<file path="config.mk">
export PLATFORM = sky130hd
export DESIGN_NAME = fifo_drain_reader
export DESIGN_NICKNAME = d
export VERILOG_FILES = /design/src/rtl/fifo_drain_reader_pkg.sv /design/src/rtl/fifo_drain_reader_skid_buffer.sv /design/src/rtl/fifo_drain_reader.sv
export SDC_FILE = /design/constraint.sdc
export NUM_CORES = 1
export LEC_CHECK = 0
export ABC_AREA = 1
export BUFFER_PORTS_ARGS = -buffer_cell sky130_fd_sc_hd__buf_2
export CELL_PAD_IN_SITES_DETAIL_PLACEMENT = 0
export CELL_PAD_IN_SITES_GLOBAL_PLACEMENT = 1
export CORE_MARGIN = 2
export CORE_UTILIZATION = 40
export CTS_CLUSTER_DIAMETER = 100
export DETAILED_ROUTE_END_ITERATION = 10
export GPL_TIMING_DRIVEN = 0
export PLACE_DENSITY = 0.76
export SYNTH_ARGS = -nofsm -noshare
export SYNTH_HDL_FRONTEND = slang
export SYNTH_SLANG_ARGS = --single-unit
</file>
<file path="constraint.sdc">
create_clock -name clk -period 1.8 [get_ports clk]
set_input_delay 0.27 -clock clk [delete_from_list [all_inputs] [get_ports clk]]
set_output_delay 0.27 -clock clk [all_outputs]
set_load 0.005 [all_outputs]
</file>
<file path="src/rtl/fifo_drain_reader_pkg.sv">
// Shared definitions for the FIFO drain reader: FSM state encodings and
// parameter defaults shared with the project FIFO.
package fifo_drain_reader_pkg;

  localparam int unsigned FIFO_WORD_SIZE = 6;
  localparam int unsigned FIFO_PTR_L     = 3;

  typedef enum logic [1:0] {
    IDLE    = 2'd0,
    ACTIVE  = 2'd1,
    BACKOFF = 2'd2
  } drain_state_t;

  function automatic int unsigned ptr_w(input int unsigned depth);
    return (depth > 1) ? $clog2(depth) : 1;
  endfunction

endpackage

</file>
<file path="src/rtl/fifo_drain_reader_skid_buffer.sv">
// Circular skid buffer with occupancy tracking; the head word is held in a
// register so data_out is stable while the downstream stage stalls.
module fifo_drain_reader_skid_buffer
  import fifo_drain_reader_pkg::*;
#(
  parameter int unsigned WORD_SIZE = FIFO_WORD_SIZE,
  parameter int unsigned DEPTH     = 4,
  parameter int unsigned CNT_L     = 3
) (
  input  logic                 clk,
  input  logic                 reset_L,
  input  logic                 wr_en,
  input  logic [WORD_SIZE-1:0] wr_data,
  input  logic                 ready_in,
  output logic [CNT_L-1:0]     occ,
  output logic [WORD_SIZE-1:0] head,
  output logic                 valid
);

  localparam int unsigned PTR_W = ptr_w(DEPTH);

  logic [WORD_SIZE-1:0] mem_q [DEPTH];
  logic [WORD_SIZE-1:0] mem_d [DEPTH];
  logic [PTR_W-1:0]     wr_ptr_q, wr_ptr_d;
  logic [PTR_W-1:0]     rd_ptr_q, rd_ptr_d;
  logic [CNT_L-1:0]     occ_q, occ_d;
  logic [WORD_SIZE-1:0] head_q, head_d;
  logic                 pop;

  function automatic logic [PTR_W-1:0] ptr_inc(input logic [PTR_W-1:0] p);
    return (p == PTR_W'(DEPTH - 1)) ? '0 : p + 1'b1;
  endfunction

  assign valid = (occ_q != '0);
  assign pop   = valid && ready_in;
  assign occ   = occ_q;
  assign head  = head_q;

  always_comb begin
    mem_d    = mem_q;
    wr_ptr_d = wr_ptr_q;
    rd_ptr_d = rd_ptr_q;
    occ_d    = occ_q;
    if (wr_en) begin
      mem_d[wr_ptr_q] = wr_data;
      wr_ptr_d        = ptr_inc(wr_ptr_q);
    end
    if (pop) begin
      rd_ptr_d = ptr_inc(rd_ptr_q);
    end
    case ({wr_en, pop})
      2'b10:   occ_d = occ_q + 1'b1;
      2'b01:   occ_d = occ_q - 1'b1;
      default: occ_d = occ_q;
    endcase
    // Reading the post-write image lets a word written into an empty slot
    // appear at the head in the same cycle it becomes valid.
    head_d = mem_d[rd_ptr_d];
  end

  always_ff @(posedge clk or negedge reset_L) begin
    if (!reset_L) begin
      mem_q    <= '{default: '0};
      wr_ptr_q <= '0;
      rd_ptr_q <= '0;
      occ_q    <= '0;
      head_q   <= '0;
    end else begin
      mem_q    <= mem_d;
      wr_ptr_q <= wr_ptr_d;
      rd_ptr_q <= rd_ptr_d;
      occ_q    <= occ_d;
      head_q   <= head_d;
    end
  end

`ifndef SYNTHESIS
  always_ff @(posedge clk) begin
    if (reset_L && wr_en && (occ_q == CNT_L'(DEPTH))) begin
      $display("fifo_drain_reader_skid_buffer: capture into full buffer at %0t", $time);
    end
  end
`endif

endmodule

</file>
<file path="src/rtl/fifo_drain_reader.sv">
// Consumer-side FIFO drain engine: credit-limited reads, fixed read latency
// capture into a skid buffer, valid/ready output. Optional: FIFO_DRAIN_STATS_EN.
module fifo_drain_reader
  import fifo_drain_reader_pkg::*;
#(
  parameter int unsigned WORD_SIZE  = FIFO_WORD_SIZE,
  parameter int unsigned RD_LATENCY = 2,
  parameter int unsigned SKID_DEPTH = 4,
  parameter int unsigned CNT_L      = 3
) (
  input  logic                 clk,
  input  logic                 reset_L,
  input  logic                 enable,
  input  logic                 fifo_empty,
  input  logic                 almost_empty,
  input  logic [WORD_SIZE-1:0] fifo_data_out,
  output logic                 fifo_rd,
  output logic [WORD_SIZE-1:0] data_out,
  output logic                 valid_out,
  input  logic                 ready_in,
  output logic                 busy,
  output logic [15:0]          rd_word_count
);

  localparam logic [CNT_L:0] DEPTH_C = (CNT_L + 1)'(SKID_DEPTH);

  drain_state_t          state_q, state_d;
  logic [CNT_L-1:0]      gap_q, gap_d;
  logic [RD_LATENCY-1:0] shift_q, shift_d;
  logic [CNT_L-1:0]      inflight;
  logic [CNT_L-1:0]      occ;
  logic [CNT_L:0]        credit_sum;
  logic                  credit_ok;
  logic                  capture;

  assign capture = shift_q[RD_LATENCY-1];

  always_comb begin
    inflight = '0;
    for (int unsigned i = 0; i < RD_LATENCY; i++) begin
      inflight = inflight + CNT_L'(shift_q[i]);
    end
    // Registered occupancy: a same-cycle downstream pop frees its credit next cycle.
    credit_sum = {1'b0, inflight} + {1'b0, occ};
    credit_ok  = (credit_sum < DEPTH_C);
    // Truncating cast drops the oldest bit, which also covers RD_LATENCY == 1.
    shift_d    = RD_LATENCY'({shift_q, fifo_rd});
  end

  always_comb begin
    state_d = state_q;
    gap_d   = gap_q;
    fifo_rd = 1'b0;
    case (state_q)
      IDLE: begin
        if (enable && !fifo_empty) begin
          state_d = ACTIVE;
        end
      end
      ACTIVE: begin
        fifo_rd = enable && !fifo_empty && credit_ok;
        if (fifo_rd && almost_empty) begin
          state_d = BACKOFF;
          gap_d   = CNT_L'(RD_LATENCY);
        end else if (!enable || fifo_empty) begin
          state_d = IDLE;
        end
      end
      BACKOFF: begin
        gap_d = gap_q - 1'b1;
        if (gap_d == '0) begin
          state_d = enable ? ACTIVE : IDLE;
        end
      end
      default: state_d = IDLE;
    endcase
  end

  always_ff @(posedge clk or negedge reset_L) begin
    if (!reset_L) begin
      state_q <= IDLE;
      gap_q   <= '0;
      shift_q <= '0;
    end else begin
      state_q <= state_d;
      gap_q   <= gap_d;
      shift_q <= shift_d;
    end
  end

  fifo_drain_reader_skid_buffer #(
    .WORD_SIZE (WORD_SIZE),
    .DEPTH     (SKID_DEPTH),
    .CNT_L     (CNT_L)
  ) u_skid (
    .clk      (clk),
    .reset_L  (reset_L),
    .wr_en    (capture),
    .wr_data  (fifo_data_out),
    .ready_in (ready_in),
    .occ      (occ),
    .head     (data_out),
    .valid    (valid_out)
  );

  assign busy = (shift_q != '0) || (occ != '0);

`ifdef FIFO_DRAIN_STATS_EN
  logic [15:0] word_cnt_q, word_cnt_d;

  always_comb begin
    word_cnt_d = word_cnt_q + 16'(valid_out && ready_in);
  end

  always_ff @(posedge clk or negedge reset_L) begin
    if (!reset_L) begin
      word_cnt_q <= '0;
    end else begin
      word_cnt_q <= word_cnt_d;
    end
  end

  assign rd_word_count = word_cnt_q;
`else
  assign rd_word_count = '0;
`endif

endmodule

</file>
# Word-level counts from Yosys, hierarchy flattened
# Cells that the tools add are included.
[classes]
n_addsub = 7
order_cmp = 4
eq_ne = 10
mux = 20
bitwise = 2
reduce_logical = 17
[op_table]
columns = ["operator", "n"]
rows = [
  ["$bwmux 24", 1],
  ["$mux 24", 1],
  ["$mux 6", 3],
  ["$mux 2", 7],
  ["$bmux 6 s2", 1],
  ["$demux 6 s2", 1],
  ["$pmux 3 s2", 2],
  ["$eq 2x2->1 const B", 4],
  ["$ge 3x3->1 const B", 2],
  ["$ne 2x2->1 const B", 3],
  ["$not 2->3", 2],
  ["$pmux 2 s3", 1],
  ["$reduce_bool 2->1", 3],
  ["$sub 3x1->3 const B", 2],
  ["$logic_and 1x1->1", 5],
  ["$add 2x1->2 const B", 2],
  ["$add 2x3->4", 1],
  ["$eq 2x1->1 const B", 2],
  ["$lt 4x3->1 const B", 1],
  ["$add 3x1->3 const B", 1],
  ["$logic_not 3->1", 1],
  ["$lt 3x1->1 const B", 1],
  ["$mux 3", 1],
  ["$ne 3x3->1 const B", 1],
  ["8 further kinds", 11],
]
[totals]
regBits = 44
output_inout_bits = 25
wordCells = 71

# Depth between registers and ports, before layout
[depth]
word_depth = 10
mapped_depth = 10
ltp_nobuf = 10

# Cells and area by module
# A second synthesis with hierarchy kept.
[unflattened]
cells_unflattened = 300
area_unflattened_um2 = 2477.4
[modules_own_cells]
columns = ["mod", "instances", "cells_per_inst", "area_per_inst_um2", "seq_area_each_um2"]
rows = [
  ["fifo_drain_reader_skid_buffer", 1, 226, 1893.1, 925.9],
  ["fifo_drain_reader", 1, 74, 584.3, 175.2],
]

# Least setup slack after synthesis
# Ideal clock, no wire load.
[synth_path]
path_kind = "register -> register"
from = "reg u_skid.occ_q[0], in the netlist u_skid.occ[0]"
to = "reg u_skid.occ_q[2], in the netlist u_skid.occ[2]"
setup_time_ns = 0.131
t_arrival_ns = 1.584
t_required_ns = 1.669
slack_ns = 0.085
path_stages_with_launch = 11
path_buffers = 0
period_less_slack_ns = 1.715
path_cell_list = "dfrtp_1 nor2_2 nand2_4 nand2_8 inv_1 ha_1 inv_1 fa_1 a21oi_1 o21ai_0 xor2_1"
[synth_via]
elab_chain_cells = 4
[synth_rtl]
columns = ["element", "line", "source"]
rows = [
  ["from (decl)", "fifo_drain_reader_skid_buffer.sv:26", "logic [CNT_L-1:0] occ_q, occ_d;"],
  ["from (signal assigned)", "fifo_drain_reader_skid_buffer.sv:66", "occ_q <= '0;"],
  ["from (signal assigned)", "fifo_drain_reader_skid_buffer.sv:72", "occ_q <= occ_d;"],
  ["$reduce_bool 3->1 (*)", "fifo_drain_reader_skid_buffer.sv:34", "assign valid = (occ_q != '0);"],
  ["net valid_out", "fifo_drain_reader.sv:19", "output logic valid_out,"],
  ["$logic_and 1x1->1 (*)", "fifo_drain_reader_skid_buffer.sv:35", "assign pop = valid && ready_in;"],
  ["$eq 2x1->1 / $eq 2x2->1 (equally long branches)", "fifo_drain_reader_skid_buffer.sv:51", "case ({wr_en, pop})"],
  ["$pmux 3 s2 / $reduce_bool 2->1 (equally long branches)", "--", ""],
]
# The timed path passes the listed nets; every way through them passes the cells marked *.
# A chain may end at the register's enable or synchronous reset.

# Worst setup path in the final report
[layout_path]
from = "reg u_skid.occ_q[0], in the netlist u_skid.occ[0]"
to = "out fifo_rd"
[layout_via]
elab_chain_cells = 4
[layout_rtl]
columns = ["element", "line", "source"]
rows = [
  ["$add 2x3->4", "fifo_drain_reader.sv:44", "credit_sum = {1'b0, inflight} + {1'b0, occ};"],
  ["$lt 4x3->1", "fifo_drain_reader.sv:45", "credit_ok = (credit_sum < DEPTH_C);"],
  ["$logic_and 1x1->1", "fifo_drain_reader.sv:61", "fifo_rd = enable && !fifo_empty && credit_ok;"],
  ["$mux 1", "fifo_drain_reader.sv:54", "case (state_q)"],
  ["to (decl)", "fifo_drain_reader.sv:17", "output logic fifo_rd,"],
]
# Every way passes these cells.

==> parameters.txt <==
Parameter                              Value

Setup path
  Worst EP required ... between 1.5 and 2 ns
  Sequence of cells on the critical path ... ha_4 > nand2_1 > nand2_1 > nand2_2 > nand2_1 > nor2_2 > buf_2
  Sort of element at the start of the critical path ... register
  Critical-path top delay cell ... dfrtp_2
  Critical path class ... reg2out
  Delay of the slowest cell on the worst path ... 0.46 ns
  Arrival @ worst endpoint ... approximately 1.5 ns
  Cells on worst reg2reg path ... 10
  Most prevalent standard cell on the critical path ... nand2_1
  Crit path capture type ... output pin
  Max Fanout on Critical Path ... 3

Power and ir drop
  Clock network power share ... 0.176
  Switching share of total power ... 0.393
  Sequential share of power ... 0.364
  Total Power Consumption ... 4410 µW
  Internal power consumption ... 2680 µW
  Leakage power ... 0.00175 µW
  Power density cells ... 1540 nW/µm²
  VDD IR-drop max ... 0.000642 V
  Switching component of the power ... 1730 µW
  Logic pwr share ... 0.460

Timing
  Final setup violating endpoints ... 0
  Post-layout min period ... ~1.7 ns
  Pins Over Slew Limit ... 0
  Worst Hold Slack ... 0.122 ns
  Clock Skew ... 0.00299 ns
  Final hold violation count ... 0
  Unrepaired setup endpoints after global routing ... yes
  Achievable clock frequency ... 581 MHz
  Post-route clock period utilization ... 0.956
  Tightest Pin Transition ... 0.989 ns
  Max transition margin ... 0.341

Layout
  Fraction of final layout cells with drive strength greater than 1 ... 0.217
  # diodes ... 0
  Highest-count cells in the layout ignoring fill and taps ... inv_1 (67), nand2_1 (61), dfrtp_1 (43)
  Most common cell after layout, fill and taps aside ... inv_1
  Fill cell instance count of the final layout ... just under 600
  Nets@finish ... between 300 and 400
  Area Overhead vs Synth ... 19.3%

CTS
  H-tree level count ... 2
  CTS Buffer Depth ... 2
  Register clock-pin slew on the reported worst setup and hold paths ... 0.09 ns
  Number of clock buffers inserted by TritonCTS ... 5
  Source-to-sink clock delay at the later pin of the worst-skew pair ... 0.30 ns
  CTS tree ... yes
  Clock tree sinks ... between 40 and 50
  CTS Root Cell ... clkbuf_8

Run
  Number of max-cap violations ... 0

Die
  Row Count ... 28
  Total core area ... 5890 µm²
  Effective utilization at floorplan ... 0.409
  Die area ... 6660 µm²
  DIE WIDTH ... 81.6 µm
  Number of placed I/O pins ... 37
  Height of the die ... about 80 µm

Place
  Placer congestion estimate ... ~0.77
  Number of port buffers ... 20
  HPWL after detailed placement ... 3.19 mm

Drt
  Vias ... 1806
  DRT Wirelength ... 4.64 mm
  Vias per std cell ... approximately 4.2
  Detailed Route Iter0 Violations ... just under 100
  Residual DRC ... 0
  Total iterations of the first detailed-routing run ... 4
  Antenna-violating nets left ... 0
  Routed wire per std cell ... 10.9 µm

Run status
  Status ... finished, final reports clean

Synthesis
  Post-synthesis average cell area ... 8.06 µm²
  Number of cells produced by synthesis ... around 300
  Count of different cell masters after synthesis ... 22
  Number of synthesis warnings ... 0
  Synth Register Bits ... 44
  Netlist area before placement ... 2410 µm²
  Share of synthesized area occupied by flip-flops and latches ... 0.457

GRT
  Pin count of the biggest net entering global routing ... 45
  Global-route wire length before repair ... 8.03 mm
  Number of global-route vias before repair ... between 1500 and 2000
  Overall overflow remaining after global route ... 0
  Number of antenna violations at the first check in global routing ... 0
  Global routing usage summed across all routing layers ... 0.158

Worst hold path
  Type of the tightest min-delay check ... in2async
[critical path: cells and delay by family (launching register included)]
kind	cells	cell delay (ns)
adders and majority gates	1	0.22
and+or+nand+nor	5	0.34
buffers and inverters	1	0.13
DFF	1	0.46
[state kept, by name, indices dropped and copies added, names as in the netlist]
| signal | count |
|---|---|
| gap_q | 3 |
| shift_q | 2 |
| state_q | 2 |
| u_skid.head | 6 |
| u_skid.mem_q | 24 |
| u_skid.occ | 3 |
| u_skid.rd_ptr_q | 2 |
| u_skid.wr_ptr_q | 2 |
[layout make-up]
class                      count  area (µm²)  area share
buffer                        23         185      0.0644
clock buffer                   5        68.8      0.0239
inverter                      69         262      0.0909
clock inverter                 3        46.3      0.0161
sequential                    44        1100       0.383
timing repair buffer          28         160      0.0557
tap                           75        93.8      0.0326
multi-input combinational    178         957       0.333
[final timing paths]
check,slack (ns),from,endpoint
worst min-delay path,0.12,reset_L,u_skid.mem_q[16]
min in group clk,0.28,almost_empty,state_q[0]
worst min register to register,0.52,gap_q[1],gap_q[1]
worst max register to register,0.10,u_skid.occ[0],u_skid.occ[2]
max in group asynchronous,0.99,reset_L,u_skid.occ[0]
worst max-delay path,0.08,u_skid.occ[0],fifo_rd
[what timing repair did]
| item | in CTS | in global routing |
|---|---|---|
| gates cloned | 0 | 0 |
| buffers inserted | 6 | 2 |
| endpoints found under the setup margin | 2 | 3 |
| hold buffers | 0 | 0 |
| pin swaps | 2 | 4 |
| gates resized for setup | 4 | 9 |
[power by group through the flow]
stage               combinational (µW)  sequential, µW  clock [µW]
finish                            2030            1610         778
global route                      2430            1650         857
CTS                               1970            1600         807
detailed placement                1890            1630           0
global placement                  1870            1620           0
floorplan                         1470            1600           0
[logic make-up (layout without fill, tap and decap cells)]
group	Yosys count	in the layout	synth area share
simple gates	113	113	0.213
xor+xnor	3	3	0.0109
buf+inv	92	128	0.184
flops	44	44	0.457
other cells	1	16	0.00156
fa+ha+maj	10	10	0.0550
compound gates	36	36	0.0779
[Yosys cell counts, drive strengths merged]
library cell / count / share of area
nand3: 37 / 0.079
ha: 9 / 0.047
fa: 1 / 0.0083
nand4: 1 / 0.0026
xnor2: 2 / 0.0073
buf: 23 / 0.077
xor2: 1 / 0.0036
nor2: 9 / 0.015
dfrtp: 44 / 0.46
a21oi: 2 / 0.0042
o21ai: 34 / 0.074
inv: 69 / 0.11
nand2: 65 / 0.11
or2: 1 / 0.0026
conb: 1 / 0.0016
[per-layer routing]
metal	GRT usage	routed length, µm	vias to the layer above	part of all wire
li1	-	-	977	-
met1	0.207	2270	789	0.49
met2	0.258	2140	36	0.46
met3	0.0396	186	4	0.040
met4	0.0450	44	0	0.0095
met5	0	0	-	0
[metrics by stage]
stage,TNS (ns),setup WS [ns],instance area [µm²],util,std cells
after floorplan,0,0.0855,2470,-,314
after global placement,-0.0468,-0.0468,2660,0.452,409
after detailed placement,-0.0911,-0.0911,2660,0.452,409
after CTS,0,0.0111,2830,0.480,423
after global routing,-0.0579,-0.0343,2880,0.489,425
final,0,0.0789,2880,0.489,425
Note: power is estimated with default switching activity, not from simulation.
